==> config.mk <==
export PLATFORM = sky130hd
export DESIGN_NAME = switch_arbiter_flat
export DESIGN_NICKNAME = d
export VERILOG_FILES = /design/src/rtl/switch_arbiter_pkg.sv /design/src/rtl/switch_arbiter_if.sv /design/src/rtl/rr_pick.sv /design/src/rtl/switch_arbiter.sv /design/src/flat_wrapper.sv
export SDC_FILE = /design/constraint.sdc
export NUM_CORES = 1
export LEC_CHECK = 0
export CELL_PAD_IN_SITES_DETAIL_PLACEMENT = 0
export CELL_PAD_IN_SITES_GLOBAL_PLACEMENT = 1
export CORE_MARGIN = 2
export CORE_UTILIZATION = 44
export CTS_CLUSTER_SIZE = 20
export DETAILED_ROUTE_END_ITERATION = 7
export HOLD_SLACK_MARGIN = 0.15
export PLACE_DENSITY = 0.93
export SYNTH_ARGS = -nofsm -noshare
export SYNTH_HDL_FRONTEND = slang
export SYNTH_SLANG_ARGS = --single-unit
==> constraint.sdc <==
create_clock -name clk -period 3.4 [get_ports clk]
set_clock_uncertainty 0.05 [all_clocks]
set_input_delay 0.68 -clock clk [delete_from_list [all_inputs] [get_ports clk]]
set_output_delay 0.68 -clock clk [all_outputs]
set_load 0.01 [all_outputs]
==> src/rtl/switch_arbiter_pkg.sv <==
// Shared types and default sizing for the shared-light switch arbiter.
package switch_arbiter_pkg;

    typedef enum logic [1:0] {
        IDLE     = 2'd0,
        ON       = 2'd1,
        COOLDOWN = 2'd2
    } arbState_t;

    localparam int DEF_N       = 4;
    localparam int DEF_TW      = 8;
    localparam int DEF_HOLDOFF = 2;

endpackage

==> src/rtl/switch_arbiter_if.sv <==
// Button/light bundle between the requesters and the arbiter.
interface switch_arbiter_if
    import switch_arbiter_pkg::*;
#(
    parameter int N  = DEF_N,
    parameter int TW = DEF_TW
);
    logic [N-1:0]         button;
    logic [TW-1:0]        timeout_cfg;
    logic                 luz;
    logic [$clog2(N)-1:0] owner;
    logic                 owner_valid;
    logic [N-1:0]         grant;

    modport master (
        output button, timeout_cfg,
        input  luz, owner, owner_valid, grant
    );

    modport slave (
        input  button, timeout_cfg,
        output luz, owner, owner_valid, grant
    );
endinterface

==> src/rtl/rr_pick.sv <==
// Combinational round-robin picker: first set req at or after last+1, wrapping.
module rr_pick #(
    parameter int N  = 4,
    parameter int LW = $clog2(N)
) (
    input  logic [N-1:0]  req,
    input  logic [LW-1:0] last,
    output logic          any,
    output logic [LW-1:0] idx
);

    // Scan farthest-first so the closest candidate after last overwrites.
    always_comb begin
        any = |req;
        idx = '0;
        for (int k = N; k >= 1; k--) begin
            if (req[LW'(last + LW'(k))]) idx = LW'(last + LW'(k));
        end
    end

endmodule

==> src/rtl/switch_arbiter.sv <==
// Shared-light arbiter: one owner at a time, owner press or timeout releases,
// then a fixed holdoff before the next grant.
module switch_arbiter
    import switch_arbiter_pkg::*;
#(
    parameter int N       = DEF_N,
    parameter int TW      = DEF_TW,
    parameter int HOLDOFF = DEF_HOLDOFF
) (
    input logic             clk,
    input logic             reset,
    switch_arbiter_if.slave bus
);

    localparam int LW = $clog2(N);
    localparam int HW = (HOLDOFF > 1) ? $clog2(HOLDOFF) : 1;

    arbState_t     state, stateNxt;
    logic [N-1:0]  buttonQ, press;
    logic [TW-1:0] cnt, cntNxt;
    logic [HW-1:0] holdCnt, holdNxt;
    logic [LW-1:0] lastOwner, lastNxt, ownerR, ownerNxt, pickIdx;
    logic [N-1:0]  grantR, grantNxt;
    logic          luzR, ownerValidR, pickAny, expire;

    assign press  = bus.button & ~buttonQ;
    assign expire = (bus.timeout_cfg != '0) && (cnt == bus.timeout_cfg - TW'(1));

    rr_pick #(.N(N), .LW(LW)) uPick (
        .req  (press),
        .last (lastOwner),
        .any  (pickAny),
        .idx  (pickIdx)
    );

    always_comb begin
        stateNxt = state;
        cntNxt   = cnt;
        holdNxt  = holdCnt;
        grantNxt = '0;
        ownerNxt = ownerR;
        lastNxt  = lastOwner;
        case (state)
            IDLE: if (pickAny) begin
                stateNxt = ON;
                cntNxt   = '0;
                grantNxt = N'(1) << pickIdx;
                ownerNxt = pickIdx;
                lastNxt  = pickIdx;
            end
            ON: begin
                cntNxt = cnt + TW'(1);
                // Owner release and timeout on the same edge collapse into one exit.
                if (press[ownerR] || expire) begin
                    stateNxt = COOLDOWN;
                    holdNxt  = '0;
                end
            end
            COOLDOWN: begin
                if (holdCnt == HW'(HOLDOFF - 1)) stateNxt = IDLE;
                else                             holdNxt  = holdCnt + HW'(1);
            end
            default: stateNxt = IDLE;
        endcase
    end

    // Button register resets to ones so a button held through reset never presses.
    always_ff @(posedge clk or posedge reset) begin
        if (reset) begin
            state       <= IDLE;
            buttonQ     <= '1;
            cnt         <= '0;
            holdCnt     <= '0;
            lastOwner   <= LW'(N - 1);
            ownerR      <= '0;
            grantR      <= '0;
            luzR        <= 1'b0;
            ownerValidR <= 1'b0;
        end else begin
            state       <= stateNxt;
            buttonQ     <= bus.button;
            cnt         <= cntNxt;
            holdCnt     <= holdNxt;
            lastOwner   <= lastNxt;
            ownerR      <= ownerNxt;
            grantR      <= grantNxt;
            luzR        <= (stateNxt == ON);
            ownerValidR <= (stateNxt == ON);
        end
    end

    assign bus.luz         = luzR;
    assign bus.owner_valid = ownerValidR;
    assign bus.owner       = ownerR;
    assign bus.grant       = grantR;

endmodule

==> src/flat_wrapper.sv <==
// flat-port wrapper written by rule: the top's interface ports become plain ports
module switch_arbiter_flat import switch_arbiter_pkg::*;
#(
    parameter int N       = DEF_N,
    parameter int TW      = DEF_TW,
    parameter int HOLDOFF = DEF_HOLDOFF
)
  (clk, reset, bus_button, bus_timeout_cfg, bus_luz, bus_owner, bus_owner_valid, bus_grant);
  switch_arbiter_if #(.N(N), .TW(TW)) bus_i ();
  input logic clk;
  input logic reset;
  input wire logic [$bits(bus_i.button)-1:0] bus_button;
  input wire logic [$bits(bus_i.timeout_cfg)-1:0] bus_timeout_cfg;
  output wire logic [$bits(bus_i.luz)-1:0] bus_luz;
  output wire logic [$bits(bus_i.owner)-1:0] bus_owner;
  output wire logic [$bits(bus_i.owner_valid)-1:0] bus_owner_valid;
  output wire logic [$bits(bus_i.grant)-1:0] bus_grant;
  assign bus_i.button = bus_button;
  assign bus_i.timeout_cfg = bus_timeout_cfg;
  assign bus_luz = bus_i.luz;
  assign bus_owner = bus_i.owner;
  assign bus_owner_valid = bus_i.owner_valid;
  assign bus_grant = bus_i.grant;
  switch_arbiter #(.N(N), .TW(TW), .HOLDOFF(HOLDOFF)) u_core (.clk(clk), .reset(reset), .bus(bus_i));
endmodule
==> flow_metrics.py, run 1 <==
metrics = {
    "finish": {
        "insertedDiodeCount": 0,
        "final_nets": 178,
        "layout_common_cells": "21 x clkdlybuf4s50_1, 18 x dfrtp_1, 13 x nor2_1, 11 x nand2_1, 8 x o21ai_0",
        "multi_input_area_um2": 733,
        "layout.cells.non_filler": 205,
        "seqCellArea_um2": 608,
        "drive_gt1_share_pct": 13.0,
        "area_delta_synth_final_pct": 20.2,
        "fill_cells": 278,
        "final_common_cell": "clkdlybuf4s50_1",
    },
    "grt": {
        "grt_pass1_vias": 1114,
        "grt_max_degree": 25,
        "grt-ovfl-total": 0,
        "antenna_found_initial": 0,
        "grt_pass1_wl_um": 4850,
        "track_usage_pct": 18.0,
    },
    "pwr": {
        "peakVddDrop_mv": 0.388,
        "seqPwrFrac_pct": 43.0,
        "leakage_nw": 0.692,
        "p_switching_mw": 0.394,
        "p_per_area_nw_per_um2": 634,
        "p_clk_share_pct": 14.4,
        "swShare_pct": 37.5,
        "p_int_mw": 0.657,
        "p_comb_share_pct": 42.5,
    },
    "synthesis": {
        "yosysSeqAreaShare_pct": 44.1,
        "syn_nets": 155,
        "synth-main-ff-cell": "dfrtp_1",
        "ys_warn_count": 0,
        "syn-cell-area_um2": 1380,
        "syn_area_per_cell_um2": 9.92,
        "synth-edff-count": 0,
        "async_flop_share_pct": 100,
        "synthDistinctLibCells": 45,
        "ys_seq_elements": 24,
        "synth_cells": 139,
    },
    "flow_run": {
        "maxCapViolCount": 0,
    },
    "sta": {
        "setup_tns_ns": 0,
        "setup_ws_ns": 1.04,
        "slew-limit-headroom_pct": 38.9,
        "finalCritPeriodShare_pct": 69.4,
        "hold_viol": 0,
        "fin_crit_ns": 2.36,
        "fmax_mhz": 424,
        "rsz0062_at_grt": "no",
        "worst_pin_slew_ns": 0.916,
        "setup_viol": 0,
        "timing.final.max_slew_violations": 0,
    },
    "floorplan": {
        "die-area_um2": 3600,
        "core_um2": 3030,
        "fp.dieH_um": 60.0,
        "rows": 20,
        "num_io_pins": 22,
        "fp.dieW_um": 60.0,
        "start_util_pct": 45.5,
    },
    "route": {
        "drc": 0,
        "dr.pass1.iters": 4,
        "routed_via_density": 5.34,
        "wirelength_um": 2740,
        "ant_nets": 0,
        "drt-initial-drc-count": 27,
        "num_vias": 1094,
        "route.detailed.wl_per_inst_um": 13.4,
    },
    "cts": {
        "worstSkewPairLatency_ns": 0.32,
        "cts.clk_slew.worst_paths_ns": 0.13,
        "cts.sink_count": 24,
        "cts_made_buffers": 3,
        "cts_setup_buffers": 0,
        "cts_buffer_depth": 2,
        "cts_max_level": 1,
        "cts-root-buf": "clkbuf_4",
        "hold_buffers": 0,
        "tritoncts": "yes",
        "ctsResizeCount": 0,
    },
    "worst_setup_path": {
        "setup.worst_path.start_class": "input pin",
        "crit_arrival_ns": 2.54,
        "end_kind": "flop",
        "criticalPathCategory": "input pin to flop",
        "crit_fanout": 4,
        "worstPathRequired_ns": 3.58,
    },
    "place": {
        "place_ws_ns": 0.688,
        "gp_congestion": 0.850,
        "numPortBuffers": 21,
        "dp_cells": 201,
        "dp_hpwl_um": 2020,
    },
    "status": {
        "status": "complete, no violations",
    },
    "min_path": {
        "hold_path_class": "flop to flop",
    },
}
## synthesized netlist by cell type (2+ instances only)
library cell | instances | area share (%)
nand2b_1 | 7 | 3.2
dfrtp_1 | 18 | 33
o21ai_0 | 8 | 2.9
nor2_1 | 13 | 3.5
and3_1 | 3 | 1.4
a22o_1 | 2 | 1.3
a21oi_1 | 4 | 1.5
inv_1 | 4 | 1.1
nor2b_1 | 7 | 3.2
nand2_1 | 11 | 3.0
nand4_1 | 6 | 2.7
nand3_1 | 3 | 1.1
o21ai_1 | 7 | 2.5
xor2_1 | 5 | 3.2
ha_1 | 2 | 1.8
a21o_1 | 3 | 1.6
dfstp_2 | 6 | 11
xnor2_1 | 3 | 1.9
## power groups by stage
stage,sequential (mW),clock (mW),combinational (mW)
after floorplan,0.451,0,0.307
after global placement,0.453,0,0.435
after detailed placement,0.455,0,0.450
after CTS,0.451,0.154,0.453
after global routing,0.465,0.164,0.502
final,0.452,0.152,0.447
## worst max-delay path, stage by stage
cell             delay [ns]
clkdlybuf4s50_1        0.57
inv_1                  0.07
ha_1                   0.21
nand2b_1               0.17
or2_2                  0.29
o311ai_2               0.09
a41oi_2                0.20
a22o_1                 0.26
## flip-flops by register name, indices dropped and copies added (netlist names)
register	flops
u_core.buttonQ	4
u_core.cnt	8
u_core.bus.grant	4
u_core.bus.luz	1
u_core.lastOwner	2
u_core.state	2
u_core.holdCnt	1
u_core.bus.owner	2
## worst paths after layout
| check | start | end | slack, ns | cells after the start |
|---|---|---|---|---|
| max in group asynchronous | reset | u_core.bus.owner[1]$_DFFE_PP0P_ | 1.95 | 2 |
| setup / recovery | bus_timeout_cfg[0] | u_core.holdCnt$_DFFE_PP0P_ | 1.04 | 8 |
| min in group asynchronous | reset | u_core.cnt[2]$_DFFE_PP0P_ | 0.79 | 2 |
| setup reg to reg | u_core.cnt[5]$_DFFE_PP0P_ | u_core.holdCnt$_DFFE_PP0P_ | 1.67 | 5 |
| hold reg to reg | u_core.holdCnt$_DFFE_PP0P_ | u_core.state[1]$_DFF_PP0_ | 0.45 | 1 |
| hold / removal | u_core.holdCnt$_DFFE_PP0P_ | u_core.state[1]$_DFF_PP0_ | 0.45 | 1 |
## kinds of logic (layout without fill, tap and decap cells)
family | count (synthesis) | in the layout | share of synthesized area, %
flip-flops | 24 | 24 | 44.1
XOR/XNOR | 8 | 8 | 5.08
multiplexers | 2 | 2 | 2.36
AO/OA/AOI/OAI | 34 | 34 | 18.0
AND/OR/NAND/NOR | 62 | 62 | 26.0
adder cells (fa/ha/maj) | 2 | 2 | 1.81
buffers and inverters | 7 | 29 | 2.72
## through the flow
stage / cell area [µm²] / util, % / power [mW] / hold WS, ns
2_1_floorplan: 1380 / - / 0.758 / 0.388
4_1_cts: 1660 / 54.8 / 1.06 / 0.449
3_5_place_dp: 1620 / 53.6 / 0.906 / 0.418
5_1_grt: 1660 / 54.8 / 1.13 / 0.465
3_3_place_gp: 1620 / 53.6 / 0.888 / 0.427
6_report: 1660 / 54.8 / 1.05 / 0.453
## area by class of cell
class | instances | share of cell area [%]
Clock buffer | 4 | 2.19
Inverter | 4 | 0.906
Multi-Input combinational cell | 108 | 44.2
Sequential cell | 24 | 36.7
Tap cell | 44 | 3.32
Timing Repair Buffer | 21 | 12.7
## layer usage
metal / part of all wire (%) / GRT usage (%)
met1: 44 / 22.9
met4: 1.9 / 7.62
met2: 50 / 30.7
met3: 3.4 / 2.16
met5: 0 / 0
Note: power is estimated with default switching activity, not from simulation.
==> inputs of run 2 (changes only) <==
Settings changed: CORE_UTILIZATION 44 to 40, PLACE_DENSITY 0.93 to 0.86.
Clock period 3.4 ns to 2.28 ns, I/O delays scaled along.
==> flow_metrics.py, run 2 (same netlist as run 1, synthesis figures left out) <==
metrics = {
    "cts": {
        "cts_setup_buffers": 0,
        "cts_max_level": 1,
        "cts_buffer_depth": 2,
        "ctsResizeCount": 0,
        "cts_made_buffers": 3,
        "cts.clk_slew.worst_paths_ns": 0.12,
        "hold_buffers": 0,
        "cts-root-buf": "clkbuf_4",
        "cts.sink_count": 24,
        "worstSkewPairLatency_ns": 0.30,
        "tritoncts": "yes",
    },
    "finish": {
        "drive_gt1_share_pct": 15.7,
        "insertedDiodeCount": 0,
        "largest_reg_flops": 8,
        "layout_common_cells": "21 x clkdlybuf4s50_1, 18 x dfrtp_1, 13 x nor2_1, 11 x nand2_1, 8 x o21ai_0",
        "seqCellArea_um2": 608,
        "area_delta_synth_final_pct": 22.7,
        "fill_cells": 332,
        "multi_input_area_um2": 733,
        "final_nets": 184,
        "final_common_cell": "clkdlybuf4s50_1",
        "regMostFlops": "u_core.cnt",
    },
    "grt": {
        "grt_pass1_wl_um": 4960,
        "grt_max_degree": 25,
        "grt-ovfl-total": 0,
        "grt_pass1_vias": 1151,
        "track_usage_pct": 15.5,
        "antenna_found_initial": 0,
    },
    "route": {
        "num_vias": 1142,
        "drt-initial-drc-count": 55,
        "ant_nets": 0,
        "routed_via_density": 5.39,
        "route.detailed.wl_per_inst_um": 13.0,
        "drc": 0,
        "dr.pass1.iters": 4,
        "wirelength_um": 2750,
    },
    "worst_setup_path": {
        "path_buf_inv": 2,
        "cp_slowest_cell": "clkdlybuf4s50_1",
        "criticalPathCategory": "input pin to flop",
        "cp_top_family": "compound AO/OA/AOI/OAI gates",
        "setup.worst_path.start_class": "input pin",
        "r2r_slack_ns": 0.54,
        "critPathMaxStageDelay_ns": 0.47,
        "end_kind": "flop",
        "worstPathRequired_ns": 2.44,
        "rr_endpoint": "u_core.holdCnt$_DFFE_PP0P_",
        "r2r-start": "u_core.cnt[5]$_DFFE_PP0P_",
        "crit_end": "u_core.holdCnt$_DFFE_PP0P_",
        "crit_fanout": 4,
        "reg2regPathDepth": 5,
        "crit_arrival_ns": 2.20,
        "path_cells": "clkdlybuf4s50_1, inv_1, ha_1, nand2b_1, or2_2, o311ai_2, a41oi_2, a22o_1",
        "setup.worst_path.start": "bus_timeout_cfg[0]",
        "cp.depth": 8,
    },
    "place": {
        "gp_congestion": 0.791,
        "dp_hpwl_um": 2150,
        "numPortBuffers": 21,
        "place_ws_ns": -0.0910,
    },
    "sta": {
        "setup_tns_ns": 0,
        "timing.final.max_slew_violations": 0,
        "hold_viol": 0,
        "rsz0062_at_grt": "no",
        "setup_viol": 0,
        "timing.hold.ws_ns": 0.421,
        "slew-limit-headroom_pct": 55.4,
        "finalCritPeriodShare_pct": 89.3,
        "worst_pin_slew_ns": 0.667,
        "fin_crit_ns": 2.04,
        "fmax_mhz": 491,
        "setup_ws_ns": 0.243,
    },
    "min_path": {
        "hold_path_class": "input pin to async pin",
    },
    "floorplan": {
        "rows": 21,
        "die-area_um2": 3930,
        "core_um2": 3310,
        "fp.dieW_um": 62.7,
        "fp.dieH_um": 62.7,
        "start_util_pct": 41.6,
        "num_io_pins": 22,
    },
    "status": {
        "status": "complete, no violations",
    },
    "pwr": {
        "p_clk_share_pct": 11.6,
        "peakVddDrop_mv": 0.448,
        "seqPwrFrac_pct": 43.6,
        "leakage_nw": 0.713,
        "p_per_area_nw_per_um2": 910,
        "p_switching_mw": 0.571,
        "p_comb_share_pct": 44.8,
        "p_int_mw": 0.968,
        "swShare_pct": 37.1,
    },
    "flow_run": {
        "maxCapViolCount": 0,
    },
}
run 2: changes by cell type in the layout (fill, tap and decap cells not counted), sizes merged:
| cell | change |
|---|---|
| buf | +6 |
| clkbuf | -1 |
run 2: tightest hold or removal path: cells and delay by family:
family,cells,cell delay [ns]
buffers and inverters,3,0.72
run 2: power by group through the flow:
stage | Combinational (mW) | Sequential (mW) | Clock (mW)
3_3_place_gp | 0.681 | 0.675 | 0
3_5_place_dp | 0.695 | 0.679 | 0
2_1_floorplan | 0.458 | 0.672 | 0
4_1_cts | 0.701 | 0.671 | 0.185
6_report | 0.690 | 0.672 | 0.178
5_1_grt | 0.771 | 0.697 | 0.199
run 2: cell type report:
cell class | instances | area share, %
timing repair buffer | 27 | 15.1
tap | 46 | 3.40
multi-input combinational | 108 | 43.3
clock buffer | 3 | 1.33
sequential | 24 | 35.9
inverter | 4 | 0.888
run 2: per-layer routing:
| layer | wire length [µm] | vias to the layer above | share of wire (%) | global-route usage, % |
|---|---|---|---|---|
| met2 | 1430 | 26 | 52 | 28.6 |
| met3 | 113 | 6 | 4.1 | 2.16 |
| met4 | 63 | 0 | 2.3 | 5.83 |
| li1 | - | 558 | - | - |
| met1 | 1140 | 552 | 41 | 18.1 |
| met5 | 0 | - | 0 | 0 |
run 2: worst min-delay path by stage:
stage / from / to / slack [ns] / cells after the start
floorplan: u_core.holdCnt$_DFFE_PP0P_ / u_core.state[1]$_DFF_PP0_ / 0.39 / 1
global placement: u_core.holdCnt$_DFFE_PP0P_ / u_core.state[1]$_DFF_PP0_ / 0.42 / 1
detailed placement: u_core.holdCnt$_DFFE_PP0P_ / u_core.state[1]$_DFF_PP0_ / 0.42 / 1
CTS: reset / u_core.bus.owner[0]$_DFFE_PP0P_ / 0.44 / 3
global route: reset / u_core.bus.luz$_DFF_PP0_ / 0.47 / 3
finish: reset / u_core.bus.luz$_DFF_PP0_ / 0.42 / 3
run 2: metrics by stage:
step                      power [mW]  std cells  instance area, µm²  utilization, %
after floorplan                 1.13        139                1380               -
after global placement          1.36        209                1670            50.4
after detailed placement        1.37        209                1670            50.4
after CTS                       1.56        212                1690            51.1
after global routing            1.67        212                1690            51.1
final                           1.54        212                1690            51.1
==> inputs of run 3 (changes only) <==
Settings changed: HOLD_SLACK_MARGIN 0.15 to 0.1, PLACE_DENSITY 0.86 to 0.75.
==> flow_metrics.py, run 3 (same netlist as run 1, synthesis figures left out) <==
metrics = {
    "status": {
        "status": "complete, no violations",
    },
    "floorplan": {
        "start_util_pct": 41.6,
        "core_um2": 3310,
        "num_io_pins": 22,
        "fp.dieH_um": 62.7,
        "rows": 21,
        "die-area_um2": 3930,
        "fp.dieW_um": 62.7,
    },
    "finish": {
        "insertedDiodeCount": 0,
        "regMostFlops": "u_core.cnt",
        "layout.cells.non_filler": 216,
        "fill_cells": 336,
        "drive_gt1_share_pct": 17.6,
        "final_nets": 187,
        "area_delta_synth_final_pct": 25.3,
        "layout_common_cells": "21 x clkdlybuf4s50_1, 18 x dfrtp_1, 13 x nor2_1, 11 x nand2_1, 9 x buf_4",
        "largest_reg_flops": 8,
        "final_common_cell": "clkdlybuf4s50_1",
    },
    "worst_setup_path": {
        "reg2regPathDepth": 5,
        "r2r_slack_ns": 0.55,
        "cp_slowest_cell": "clkdlybuf4s50_1",
        "cp_top_family": "compound AO/OA/AOI/OAI gates",
        "crit_fanout": 4,
        "critPathMaxStageDelay_ns": 0.48,
        "path_cells": "clkdlybuf4s50_1, inv_1, ha_1, nand2b_1, or2_2, o311ai_2, a41oi_2, a22o_1",
        "r2r-start": "u_core.cnt[5]$_DFFE_PP0P_",
        "worstPathRequired_ns": 2.44,
        "criticalPathCategory": "input pin to flop",
        "rr_endpoint": "u_core.holdCnt$_DFFE_PP0P_",
        "path_buf_inv": 2,
        "crit_arrival_ns": 2.20,
        "end_kind": "flop",
        "setup.worst_path.start_class": "input pin",
    },
    "cts": {
        "cts_buffer_depth": 2,
        "cts_made_buffers": 3,
        "cts.clk_slew.worst_paths_ns": 0.13,
        "hold_buffers": 0,
        "tritoncts": "yes",
        "cts.sink_count": 24,
        "cts_setup_buffers": 0,
        "cts-root-buf": "clkbuf_4",
        "cts_max_level": 1,
        "worstSkewPairLatency_ns": 0.31,
        "ctsResizeCount": 0,
    },
    "sta": {
        "fin_crit_ns": 2.04,
        "worst_pin_slew_ns": 0.739,
        "slew-limit-headroom_pct": 50.6,
        "finalCritPeriodShare_pct": 89.3,
        "hold_viol": 0,
        "fmax_mhz": 491,
        "setup_ws_ns": 0.243,
        "timing.final.max_slew_violations": 0,
        "rsz0062_at_grt": "no",
        "setup_tns_ns": 0,
        "setup_viol": 0,
    },
    "route": {
        "routed_via_density": 5.43,
        "ant_nets": 0,
        "drt-initial-drc-count": 39,
        "dr.pass1.iters": 4,
        "drc": 0,
        "num_vias": 1172,
        "route.detailed.wl_per_inst_um": 13.1,
        "wirelength_um": 2840,
    },
    "pwr": {
        "p_clk_share_pct": 13.8,
        "peakVddDrop_mv": 0.515,
        "seqPwrFrac_pct": 42.3,
        "swShare_pct": 37.2,
        "p_per_area_nw_per_um2": 929,
        "p_int_mw": 1.01,
        "power.total_mw": 1.60,
        "p_comb_share_pct": 44.0,
        "p_switching_mw": 0.597,
        "leakage_nw": 0.735,
    },
    "place": {
        "numPortBuffers": 21,
        "place_ws_ns": -0.111,
        "dp_cells": 212,
        "gp_congestion": 0.785,
        "dp_hpwl_um": 2200,
    },
    "grt": {
        "grt_pass1_wl_um": 5130,
        "use_met1_pct": 19.2,
        "track_usage_pct": 16.1,
        "grt-ovfl-total": 0,
        "antenna_found_initial": 0,
        "grt_pass1_vias": 1179,
        "globalRouteMet2Util_pct": 28.8,
        "grt_max_degree": 17,
        "top_usage_layer": "met2",
        "globalRouteMet3Util_pct": 2.70,
    },
    "min_path": {
        "hold_path_class": "input pin to async pin",
    },
    "flow_run": {
        "maxCapViolCount": 0,
    },
}
[run 3: cell count changes in the layout (fill, tap and decap cells not counted), sizes merged]
cell | previous run | this run
buf | 6 | 9
clkbuf | 3 | 4
[run 3: worst register-to-register path: cells and delay by family (launching register included)]
| family | cells | cell delay [ns] |
|---|---|---|
| DFF | 1 | 0.49 |
| AOI/OAI and AO/OA | 3 | 0.71 |
| and+or+nand+nor | 2 | 0.38 |
[run 3: through the flow]
| stage | hold slack [ns] | instance area (µm²) | utilization [%] |
|---|---|---|---|
| after global placement | 0.417 | 1690 | 51.1 |
| after detailed placement | 0.430 | 1690 | 51.1 |
| after global routing | 0.344 | 1730 | 52.2 |
| after CTS | 0.335 | 1730 | 52.2 |
| final | 0.325 | 1730 | 52.2 |
| after floorplan | 0.388 | 1380 | - |
[run 3: power groups by stage]
stage / Clock (mW) / Combinational, mW / Sequential [mW]
after floorplan: 0 / 0.458 / 0.672
after global placement: 0 / 0.686 / 0.675
after detailed placement: 0 / 0.707 / 0.683
after CTS: 0.229 / 0.712 / 0.675
after global routing: 0.246 / 0.796 / 0.698
final: 0.221 / 0.705 / 0.678
[run 3: cell type report]
class                   instances  area [µm²]  share of cell area (%)
clock buffers                   4        36.3                    2.10
inverters                       4        15.0                   0.869
repair buffers                 30         278                    16.1
well taps                      46        57.6                    3.33
multi-input cells             108         733                    42.4
flip-flops and latches         24         608                    35.2
[run 3: worst max path at each step]
stage	startpoint	cells past startpoint	endpoint
finish	bus_timeout_cfg[0]	8	u_core.holdCnt$_DFFE_PP0P_
CTS	bus_timeout_cfg[0]	8	u_core.holdCnt$_DFFE_PP0P_
global placement	bus_timeout_cfg[0]	8	u_core.holdCnt$_DFFE_PP0P_
global route	bus_timeout_cfg[0]	8	u_core.holdCnt$_DFFE_PP0P_
detailed placement	bus_timeout_cfg[0]	8	u_core.holdCnt$_DFFE_PP0P_
floorplan	bus_timeout_cfg[0]	7	u_core.holdCnt$_DFFE_PP0P_
[run 3: routing by layer]
| metal | wire (µm) | vias up |
|---|---|---|
| met5 | 0 | - |
| met4 | 50 | 0 |
| met3 | 161 | 4 |
| met2 | 1410 | 40 |
| met1 | 1210 | 567 |
| li1 | - | 561 |
